===== src/rtl/hazard_fwd_if.sv =====
// Decode-side bundle for the hazard/forwarding unit: instruction fields in,
// stall, operand selects and dm-stage write info out.
interface hazard_fwd_if #(
  parameter int unsigned REG_AW = 5,
  parameter int unsigned CNT_W  = 16
);
  logic              valid_id;
  logic [REG_AW-1:0] RA;
  logic [REG_AW-1:0] RB;
  logic [REG_AW-1:0] RW_id;
  logic              wr_en_id;
  logic              is_load_id;
  logic              stall;
  logic [1:0]        mux_sel_A;
  logic [1:0]        mux_sel_B;
  logic [REG_AW-1:0] RW_dm;
  logic              wr_en_dm;
  logic [CNT_W-1:0]  stall_count;

  modport master (
    output valid_id, RA, RB, RW_id, wr_en_id, is_load_id,
    input  stall, mux_sel_A, mux_sel_B, RW_dm, wr_en_dm, stall_count
  );

  modport slave (
    input  valid_id, RA, RB, RW_id, wr_en_id, is_load_id,
    output stall, mux_sel_A, mux_sel_B, RW_dm, wr_en_dm, stall_count
  );
endinterface


===== src/rtl/hazard_fwd_unit.sv =====
// Load-use stall detection and operand forwarding for a 5-stage pipeline;
// tracks ex/dm/wb destination records and picks the youngest producer.
module hazard_fwd_unit #(
  parameter int unsigned REG_AW = 5,
  parameter int unsigned CNT_W  = 16
) (
  input logic         clk,
  input logic         rst_n,
  hazard_fwd_if.slave bus
);

  typedef struct packed {
    logic              valid;
    logic              wr;
    logic              load;
    logic [REG_AW-1:0] rd;
  } stage_t;

  stage_t            ex_q, dm_q, wb_q;
  stage_t            dec;
  logic [1:0]        sel_a_q, sel_b_q;
  logic [REG_AW-1:0] rw_dm_q;
  logic              wr_en_dm_q;
  logic [CNT_W-1:0]  cnt_q;
  logic              stall_c;

  function automatic logic hit(input stage_t s, input logic [REG_AW-1:0] r);
    return s.valid && s.wr && (s.rd == r) && (r != '0);
  endfunction

  // Youngest matching stage wins.
  function automatic logic [1:0] pick(input stage_t ex, input stage_t dm,
                                      input stage_t wb, input logic [REG_AW-1:0] r);
    if (hit(ex, r))      return 2'b01;
    else if (hit(dm, r)) return 2'b10;
    else if (hit(wb, r)) return 2'b11;
    else                 return 2'b00;
  endfunction

  always_comb begin
    dec       = '0;
    dec.valid = bus.valid_id;
    dec.wr    = bus.wr_en_id;
    dec.load  = bus.is_load_id;
    dec.rd    = bus.RW_id;
    stall_c   = bus.valid_id && ex_q.load && (hit(ex_q, bus.RA) || hit(ex_q, bus.RB));
  end

  always_ff @(posedge clk or negedge rst_n) begin
    if (!rst_n) begin
      ex_q       <= '0;
      dm_q       <= '0;
      wb_q       <= '0;
      sel_a_q    <= 2'b00;
      sel_b_q    <= 2'b00;
      rw_dm_q    <= '0;
      wr_en_dm_q <= 1'b0;
      cnt_q      <= '0;
    end else begin
      wb_q       <= dm_q;
      dm_q       <= ex_q;
      rw_dm_q    <= ex_q.rd;
      wr_en_dm_q <= ex_q.valid & ex_q.wr;
      if (stall_c) begin
        // Load-use: inject a bubble; the held instruction picks dm next cycle.
        ex_q    <= '0;
        sel_a_q <= 2'b00;
        sel_b_q <= 2'b00;
        if (cnt_q != '1) cnt_q <= cnt_q + CNT_W'(1);
      end else begin
        ex_q    <= dec;
        sel_a_q <= pick(ex_q, dm_q, wb_q, bus.RA);
        sel_b_q <= pick(ex_q, dm_q, wb_q, bus.RB);
      end
    end
  end

  assign bus.stall       = stall_c;
  assign bus.mux_sel_A   = sel_a_q;
  assign bus.mux_sel_B   = sel_b_q;
  assign bus.RW_dm       = rw_dm_q;
  assign bus.wr_en_dm    = wr_en_dm_q;
  assign bus.stall_count = cnt_q;

endmodule

===== src/flat_wrapper.sv =====
// flat-port wrapper written by rule: the top's interface ports become plain ports
module hazard_fwd_unit_flat 
#(
  parameter int unsigned REG_AW = 5,
  parameter int unsigned CNT_W  = 16
)
  (clk, rst_n, bus_valid_id, bus_RA, bus_RB, bus_RW_id, bus_wr_en_id, bus_is_load_id, bus_stall, bus_mux_sel_A, bus_mux_sel_B, bus_RW_dm, bus_wr_en_dm, bus_stall_count);
  hazard_fwd_if #(.REG_AW(REG_AW), .CNT_W(CNT_W)) bus_i ();
  input logic clk;
  input logic rst_n;
  input wire logic [$bits(bus_i.valid_id)-1:0] bus_valid_id;
  input wire logic [$bits(bus_i.RA)-1:0] bus_RA;
  input wire logic [$bits(bus_i.RB)-1:0] bus_RB;
  input wire logic [$bits(bus_i.RW_id)-1:0] bus_RW_id;
  input wire logic [$bits(bus_i.wr_en_id)-1:0] bus_wr_en_id;
  input wire logic [$bits(bus_i.is_load_id)-1:0] bus_is_load_id;
  output wire logic [$bits(bus_i.stall)-1:0] bus_stall;
  output wire logic [$bits(bus_i.mux_sel_A)-1:0] bus_mux_sel_A;
  output wire logic [$bits(bus_i.mux_sel_B)-1:0] bus_mux_sel_B;
  output wire logic [$bits(bus_i.RW_dm)-1:0] bus_RW_dm;
  output wire logic [$bits(bus_i.wr_en_dm)-1:0] bus_wr_en_dm;
  output wire logic [$bits(bus_i.stall_count)-1:0] bus_stall_count;
  assign bus_i.valid_id = bus_valid_id;
  assign bus_i.RA = bus_RA;
  assign bus_i.RB = bus_RB;
  assign bus_i.RW_id = bus_RW_id;
  assign bus_i.wr_en_id = bus_wr_en_id;
  assign bus_i.is_load_id = bus_is_load_id;
  assign bus_stall = bus_i.stall;
  assign bus_mux_sel_A = bus_i.mux_sel_A;
  assign bus_mux_sel_B = bus_i.mux_sel_B;
  assign bus_RW_dm = bus_i.RW_dm;
  assign bus_wr_en_dm = bus_i.wr_en_dm;
  assign bus_stall_count = bus_i.stall_count;
  hazard_fwd_unit #(.REG_AW(REG_AW), .CNT_W(CNT_W)) u_core (.clk(clk), .rst_n(rst_n), .bus(bus_i));
endmodule

===== config.mk =====
export PLATFORM = sky130hd
export DESIGN_NAME = hazard_fwd_unit_flat
export DESIGN_NICKNAME = d
export VERILOG_FILES = /design/src/rtl/hazard_fwd_if.sv /design/src/rtl/hazard_fwd_unit.sv /design/src/flat_wrapper.sv
export SDC_FILE = /design/constraint.sdc
export NUM_CORES = 1
export LEC_CHECK = 0
export ABC_AREA = 1
export BUFFER_PORTS_ARGS = -buffer_cell sky130_fd_sc_hd__buf_2
export CAP_MARGIN = 5
export CORE_ASPECT_RATIO = 0.5
export CORE_UTILIZATION = 55
export DETAILED_ROUTE_END_ITERATION = 12
export GPL_TIMING_DRIVEN = 0
export PLACE_DENSITY = 0.79
export SYNTH_ARGS = -nofsm -noshare
export SYNTH_HDL_FRONTEND = slang
export SYNTH_SLANG_ARGS = --single-unit

===== constraint.sdc =====
create_clock -name clk -period 1.75 [get_ports clk]
set_input_delay 0 -clock clk [delete_from_list [all_inputs] [get_ports clk]]
set_output_delay 0 -clock clk [all_outputs]
set_load 0.02 [all_outputs]

==> run summary, run 1 <==
The run finished with clean final reports. After detailed placement, the total cell area comes to 0.00281 mm^2. The worst hold-check path type was in -> reg.

For the share of synthesized area occupied by flip-flops and latches, the log shows 42.9%. A synthesized cell averages 7.23 um^2. For the maximum level of the CTS H-tree, the log shows 2. The arrival time of the worst setup path was 1840 ps; the number of DRC violations after detailed routing was 0. The post-route worst hold slack was 245 ps. The tools report the capture point of the critical path as u_core.bus.stall_count[12]$_DFFE_PN0P_. The run gives 0.00311 mm^2 as the final non-filler cell area. The placeable core region is 0.00412 mm^2, and the post-route clock period utilization is 94.5%.

The analysis attributes to cell leakage a power of 1.71 nW. The logs give 475 for the final standard cell count with taps included and fillers excluded and 4150 um for the HPWL after detailed placement. The clock skew after layout came out at 6.49 ps. Of the cells placed in the final design, the portion with a size suffix greater than 1 is 22.3%. The violation count after the first detailed-routing iteration came out at 140. After global routing the overflow that remains totals 0. For the number of antenna violations at the first check in global routing, the log shows 0.

Synthesis produced 347 cells. The logs give 25.9% for the total routing usage reported by global routing and 36.4% for the relative slew slack. For the number of antenna-violating nets in the routed design, the log shows 0. After the last flow step, the layout net total stands at 441. For the clock insertion delay at the later pin of the skew report, the log shows 300 ps. The number of failing hold endpoints at the final stage was 0. The tools report the effective utilization at floorplan as 60.8%. The die covers 0.00485 mm^2.

Based on the critical path, the design can be clocked at up to 0.605 GHz. Measured in cells, the most critical reg-to-reg path has a length of 9. The tools report the required time of the critical path as 1940 ps. TritonCTS built the clock tree. The worst setup path is launched from a flop.

The flip-flop and latch count after synthesis is 43, and the via count of the first global-routing pass is 2274. The repair_antennas step left the layout with diodes totalling 0. During I/O placement, the number of pins put on the boundary was 47.

Including well taps, the total number of placed cells is 447. Across all register-to-register paths, the minimum setup slack is 100 ps. The final critical path time including I/O delays and setup works out to 1650 ps.

The power per cell area came out at 649 mW/mm^2. The final RePlAce weighted congestion was 0.907; the number of flops mapped to enable cells by yosys was 0. The run gives 5 as the number of buffers inserted during clock tree synthesis.

Among all flip-flop cells after synthesis, the most frequent one is sky130_fd_sc_hd__dfrtp_1. From bottom edge to top edge, the die measures 49.7 um. Port buffering added 46 buffers. Clock tree root buffer cell: sky130_fd_sc_hd__clkbuf_8. Post-synthesis instance area: 0.00251 mm^2. Total power for the finished layout comes to 2.02 mW. The logs give 16 for the number of rows created at floorplan and 75.5% for the final standard cell utilization of the core. The via-per-instance ratio is 5.11.

Of all nets on the critical path, the largest fanout is 10. Max-cap violations in this run came to 0. CTS saw 43 sinks. Setup violation total in the final timing report: 0. The endpoint of the worst-slack reg-to-reg timing path was u_core.bus.stall_count[12]$_DFFE_PN0P_. The first global-routing pass estimated 10100 um of wire. The critical path in this run is classified as reg -> reg. The maximum root-to-sink buffer count is 2, and the signed area change from the synthesized netlist to the final layout is 24.1%. After clock tree synthesis, the clock-pin slew on the worst setup and hold paths is 90 ps. The number of nets handed over by synthesis was 368. The worst vdd rail ir drop was 0.000337 V. Of all flip-flops after synthesis, the portion carrying an async set or reset was 100%. Beginning of the worst register-to-register path: u_core.bus.stall_count[1]$_DFFE_PN0P_. The pin count of the biggest net entering global routing is 44.

The run gives 340 as the total of fill cells in the finished design. In the final routed layout, each cell accounts on average for 12.7 um. The final layout contains routed wiring with a total length of 6010 um.

The total number of yosys warnings is 0. The synthesized netlist contains 28 unique library cells. The die extent in x works out to 97.5 um. Before antenna repair, the detailed router went through 4 iterations. The run gives 0 as the number of pins with negative max-slew slack in the final report.

STA classifies the critical path endpoint as a flop. For the pin with the worst max-slew slack, the measured transition is 955 ps. The final route contains 2426 vias.

The startpoint of the worst setup timing path is u_core.bus.stall_count[1]$_DFFE_PN0P_.
## critical path, stage by stage, from the launching register on
cell and delay, ps:
sky130_fd_sc_hd__dfrtp_2 420, sky130_fd_sc_hd__ha_4 160, sky130_fd_sc_hd__nand2_1 90, sky130_fd_sc_hd__nor2_4 210, sky130_fd_sc_hd__nand3_4 120, sky130_fd_sc_hd__nor2_8 160
sky130_fd_sc_hd__inv_4 60, sky130_fd_sc_hd__buf_6 140, sky130_fd_sc_hd__nand4_1 110, sky130_fd_sc_hd__nand2_1 70
## cell type report
class | instances | area (um^2) | share of cell area [%]
inverters | 49 | 191 | 6.15
multi-input cells | 244 | 1190 | 38.4
flip-flops and latches | 43 | 1080 | 34.6
well taps | 54 | 67.6 | 2.17
clock buffers | 5 | 68.8 | 2.21
plain buffers | 11 | 83.8 | 2.69
clock inverters | 3 | 23.8 | 0.764
repair buffers | 66 | 405 | 13.0
## state kept, by name, summed over array words and instances, names as in the netlist
name	cells
u_core.bus.mux_sel_B	2
u_core.dm_q	7
u_core.bus.mux_sel_A	2
u_core.bus.wr_en_dm	1
u_core.wb_q	7
u_core.ex_q	8
u_core.bus.stall_count	16
## how the worst min path moves through the flow
stage | depth (start not counted) | endpoint | from
after global routing | 6 | u_core.bus.mux_sel_A[1]$_DFF_PN0_ | bus_RA[4]
after detailed placement | 1 | u_core.bus.stall_count[5]$_DFFE_PN0P_ | rst_n
after global placement | 1 | u_core.bus.stall_count[6]$_DFFE_PN0P_ | rst_n
after CTS | 6 | u_core.bus.mux_sel_A[1]$_DFF_PN0_ | bus_RA[4]
after floorplan | 0 | u_core.bus.mux_sel_A[0]$_DFF_PN0_ | rst_n
final | 6 | u_core.bus.mux_sel_A[1]$_DFF_PN0_ | bus_RA[4]
## layout by cell type (no fill, tap or decap), types with 2 or more instances in the layout
cell type	netlist	layout
sky130_fd_sc_hd__buf_2	1	46
sky130_fd_sc_hd__a21oi_2	0	2
sky130_fd_sc_hd__nand3_1	15	15
sky130_fd_sc_hd__xor2_1	11	11
sky130_fd_sc_hd__dlygate4sd3_1	0	9
sky130_fd_sc_hd__nor2_1	47	47
sky130_fd_sc_hd__clkinvlp_4	0	2
sky130_fd_sc_hd__nor2_4	2	2
sky130_fd_sc_hd__inv_1	43	43
sky130_fd_sc_hd__inv_2	4	3
sky130_fd_sc_hd__nand2_2	1	3
sky130_fd_sc_hd__nand2_1	121	118
sky130_fd_sc_hd__buf_4	6	18
sky130_fd_sc_hd__nor3_1	5	5
sky130_fd_sc_hd__dfrtp_1	43	42
sky130_fd_sc_hd__nand4_1	22	22
sky130_fd_sc_hd__clkbuf_8	0	5
sky130_fd_sc_hd__o21ai_0	6	6
sky130_fd_sc_hd__nand3_4	2	2
sky130_fd_sc_hd__xnor2_1	4	4
## through the flow
stage | setup slack (ps) | TNS [ps]
2_1_floorplan | 84.0 | 0
3_3_place_gp | 66.8 | 0
3_5_place_dp | 46.0 | 0
4_1_cts | 16.1 | 0
5_1_grt | -11.9 | -17.4
6_report | 96.9 | 0
## cell usage after synthesis (2+ instances only)
| cell type | n | share of area, % |
|---|---|---|
| sky130_fd_sc_hd__inv_2 | 4 | 0.60 |
| sky130_fd_sc_hd__nor3_1 | 5 | 1.0 |
| sky130_fd_sc_hd__nand3_1 | 15 | 3.0 |
| sky130_fd_sc_hd__nand2_1 | 121 | 18 |
| sky130_fd_sc_hd__buf_4 | 6 | 1.8 |
| sky130_fd_sc_hd__nand3_4 | 2 | 1.4 |
| sky130_fd_sc_hd__nand4_1 | 22 | 5.5 |
| sky130_fd_sc_hd__dfrtp_1 | 43 | 43 |
| sky130_fd_sc_hd__a21oi_1 | 3 | 0.60 |
| sky130_fd_sc_hd__nor2_1 | 47 | 7.0 |
| sky130_fd_sc_hd__xor2_1 | 11 | 3.8 |
| sky130_fd_sc_hd__nor2_4 | 2 | 0.90 |
| sky130_fd_sc_hd__inv_1 | 43 | 6.4 |
| sky130_fd_sc_hd__xnor2_1 | 4 | 1.4 |
| sky130_fd_sc_hd__o21ai_0 | 6 | 1.2 |
## logic make-up (layout without fill, tap and decap cells)
| group | after synthesis | count (layout) | synth area share (%) |
|---|---|---|---|
| adder cells (fa/ha/maj) | 1 | 1 | 0.499 |
| AO/OA/AOI/OAI | 9 | 9 | 1.80 |
| flip-flops | 43 | 43 | 42.9 |
| buffers and inverters | 60 | 134 | 10.8 |
| XOR/XNOR | 15 | 15 | 5.24 |
| AND/OR/NAND/NOR | 219 | 219 | 38.8 |
## per-layer routing
metal	up-vias	track usage, %	share of wire [%]
met5	-	0	0
met4	0	4.41	0.17
met3	4	4.82	5.0
met2	56	45.3	49
met1	1152	34.3	46
li1	1214	-	-
## power by group
group,total (mW),switching (mW),leakage (nW),internal [mW]
combinational,0.290,0.168,1.12,0.122
clock,0.668,0.382,0.0408,0.286
sequential,1.06,0.0327,0.546,1.03
## timing repair
item	CTS	global route
endpoints found under the hold margin	51	0
setup buffers	0	11
endpoints found under the setup margin	1	15
pin swaps	0	3
hold buffers	9	0
gates resized for setup	3	9
No activity file was read; power rests on OpenSTA's default activity.
==> run 2: changes to the inputs <==
- ABC_AREA: 1 -> not set
- CORE_UTILIZATION: 55 -> 53
==> run summary, run 2 <==
The cell area after placement was 0.00229 mm^2. The most used flip-flop cell after synthesis is sky130_fd_sc_hd__dfrtp_1. The clock tree root buffer cell was sky130_fd_sc_hd__clkbuf_8. The floorplan has 15 rows. The register with the most flip-flops in the layout has 16 of them. TritonCTS built the clock tree. Violation count after the first detailed-routing iteration: 69. The startpoint of the worst setup timing path is u_core.ex_q[4]$_DFF_PN0_. The die covers 0.00399 mm^2. Of the available clock period, the critical path in the final layout requires 118%. Clock latency on the worst-skew pair, taken at its later pin, is 300 ps. STA classifies the critical path startpoint as a flop.

Synthesis produced a netlist whose cell count is 173. The total of fill cells in the finished design was 209; the effective utilization at floorplan was 56.5%. Setup repair after global routing could not meet its margin everywhere. After routing the design area is 0.00275 mm^2. The total number of yosys warnings was 0. The wire-length estimate of the detail-placed layout is 2880 um.

Cell with the most instances after synthesis: sky130_fd_sc_hd__dfrtp_1. Clock skew on the completed layout was measured at 3.25 ps. The reported leakage power is 1.32 nW. The final reports fail on setup timing. The run gives 28 as the number of distinct library cell variants in the gate-level netlist after synthesis. Counting the buffers created by CTS gives 5. After global routing the overflow that remains totals 0. In this run the deepest clock path goes through 2 buffers.

The pin count of the biggest net entering global routing is 44, and the pre-CTS setup slack is -283 ps. The library cell used most frequently in the layout, excluding fill and tap cells, is sky130_fd_sc_hd__buf_2. The number of antenna violations at the first check in global routing is 0, and the required time of the critical path is 1940 ps.

In this run the number of H-tree levels came out at 2. The total routing usage reported by global routing came out at 26.0%. The fraction of layout cells with a size suffix above 1 came out at 41.0%. The number of antenna-violating nets in the routed design came out at 0. The endpoint identified for the worst register-to-register timing path is u_core.bus.stall_count[1]$_DFFE_PN0P_. In this run the standard cell core region covers 0.00349 mm^2. For this run, the top clock speed supported by timing is 0.485 GHz.

By count the netlist is led by 43 x sky130_fd_sc_hd__dfrtp_1, 35 x sky130_fd_sc_hd__xnor2_1, 9 x sky130_fd_sc_hd__nand2_1, 9 x sky130_fd_sc_hd__nand4_1, 9 x sky130_fd_sc_hd__xor2_1. Flip-flop and latch count after synthesis: 43. The tools report the post-synth net total as 194. The die is 45.1 um tall.

The tools report the power consumption as 1.96 mW. The share of synthesized area occupied by flip-flops and latches was 54.5%. The number of antenna diodes in the final layout is 0. Sorting the synthesized cells by area gives the leading types as sky130_fd_sc_hd__dfrtp_1 55%, sky130_fd_sc_hd__xnor2_1 16%, sky130_fd_sc_hd__xor2_1 4.0%. After synthesis, the mean cell area works out to 11.4 um^2. For the number of failing hold endpoints at the final stage, the log shows 0. The clock transition time at the flip-flop clock pins of the worst setup and hold paths came out at 80 ps.

The kind of end point of the critical path is a flop. In this run the worst setup path terminates at u_core.bus.stall_count[1]$_DFFE_PN0P_. In this run the worst path has a maximum fanout of 5. The library cells used most frequently in the layout, excluding fill and tap cells, are 45 x sky130_fd_sc_hd__buf_2, 42 x sky130_fd_sc_hd__dfrtp_1, 30 x sky130_fd_sc_hd__xnor2_1, 11 x sky130_fd_sc_hd__buf_6. Setup violations remaining at the end of the flow were counted as 27. The first TritonRoute pass finished after 5 iterations. The setup check on the worst reg-to-reg path leaves a slack of -310 ps. Measured along the x axis, the die boundary spans 88.3 um. In this run the count of I/O pins placed on the die edge is 47. In this run the most critical hold path is launched from bus_RB[0].

The worst register-to-register path has a depth of 6. In the synthesized netlist the async set-or-reset flop fraction comes to 100%. The via count of the first global-routing pass was 1531. In the routed design, unresolved DRC markers number 0. The number of flops mapped to enable cells by yosys is 0. Using the TritonRoute via totals, the vias-per-cell ratio works out to 5.47. The final critical path time including I/O delays and setup works out to 2060 ps.

The slew of the pin with the lowest slew margin is 951 ps, and the power per cell area is 713 mW/mm^2. The min-delay analysis places its worst path in the category in -> reg. Across the VDD grid, the largest voltage drop is 0.000492 V. After synthesis the cells add up to 0.00197 mm^2. The setup TNS came out at -6000 ps.

At the end of the flow, the number of nets in the layout was 269. The total number of clock tree sinks is 43, and the number of buffers inserted by port buffering is 46. At the worst endpoint, the arrival time is 2250 ps. The type of the worst setup path was reg -> reg.

The final RePlAce weighted congestion was 0.881. The run gives 36.6% as the relative slew slack. The count of vias placed by the detailed router was 1641.

After synthesis, the largest area contributor takes up 54.5% of total cell area. From synthesis to final layout, the design area changed by 39.1%. The run gives 0 as the number of max-cap violations.

Wires add up to 4990 um. The tools report the worst setup slack after layout as -310 ps. Beginning of the worst register-to-register path: u_core.ex_q[4]$_DFF_PN0_. The flow ran to the end, but the final reports show violations. The library cell occupying the most area in the post-synthesis netlist is sky130_fd_sc_hd__dfrtp_1.

The first global-routing pass estimated 7410 um of wire. In the final routed layout, each cell accounts on average for 16.6 um. The logs give 0 for the number of pins with negative max-slew slack in the final report and 78.6% for the final standard cell utilization of the core.
==> run 2: worst min path at each step <==
stage                                            endpoint  slack, ps  cells after the start
CTS                     u_core.bus.mux_sel_B[1]$_DFF_PN0_        210                      5
detailed placement  u_core.bus.stall_count[0]$_DFFE_PN0P_        190                      1
global placement    u_core.bus.stall_count[0]$_DFFE_PN0P_        170                      1
floorplan               u_core.bus.mux_sel_A[0]$_DFF_PN0_       -300                      0
finish                  u_core.bus.mux_sel_B[1]$_DFF_PN0_        270                      5
global route            u_core.bus.mux_sel_B[1]$_DFF_PN0_        270                      5
==> run 2: routing by layer <==
metal	track usage [%]	share of wire, %	vias to the layer above
li1	-	-	747
met1	34.1	42	817
met2	43.1	49	61
met3	5.85	5.5	16
met4	10.3	2.7	0
met5	0	0	-
==> run 2: area by class of cell <==
| type | instances | area, um^2 | share of cell area (%) |
|---|---|---|---|
| buffer | 7 | 60.1 | 2.19 |
| clock buffer | 6 | 72.6 | 2.64 |
| clock inverter | 2 | 12.5 | 0.456 |
| inverter | 2 | 7.51 | 0.273 |
| multi-input combinational | 121 | 985 | 35.9 |
| sequential | 43 | 1080 | 39.2 |
| tap | 51 | 63.8 | 2.32 |
| timing repair buffer | 68 | 467 | 17.0 |
==> run 2: repair_timing <==
item,4_1_cts,5_1_grt
setup buffers,10,3
pin swaps,14,6
gates cloned,1,0
hold endpoints to repair,51,0
resized for setup,19,20
endpoints found under the setup margin,24,28
hold buffers,9,0
==> run 2: logic make-up (layout without fill, tap and decap cells) <==
kind of cell / count (synthesis) / count (layout) / share of synthesized area (%)
muxes: 1 / 1 / 0.571
AOI/OAI and AO/OA: 11 / 11 / 3.42
DFF: 43 / 43 / 54.5
buffers and inverters: 9 / 85 / 3.11
xor gates and xnor gates: 44 / 44 / 19.5
and+or+nand+nor: 64 / 64 / 18.2
adders and majority gates: 1 / 1 / 0.634
==> run 2: report_power, final <==
part | switching [mW] | leakage, nW | internal [mW] | total, mW
Sequential | 0.0409 | 0.547 | 1.03 | 1.07
Clock | 0.342 | 0.0412 | 0.279 | 0.621
Combinational | 0.129 | 0.733 | 0.136 | 0.265
==> run 2: critical path: stages (launching register included) <==
cell	delay, ps
sky130_fd_sc_hd__dfrtp_1	440
sky130_fd_sc_hd__xnor2_1	180
sky130_fd_sc_hd__nand4_1	160
sky130_fd_sc_hd__or4_4	500
sky130_fd_sc_hd__a21oi_4	210
sky130_fd_sc_hd__buf_6	160
sky130_fd_sc_hd__mux2_4	300
==> run 2: stage by stage <==
stage | instances | hold WS (ps)
global placement | 270 | 173
CTS | 298 | 208
global route | 300 | 269
floorplan | 173 | -296
finish | 300 | 274
detailed placement | 270 | 190
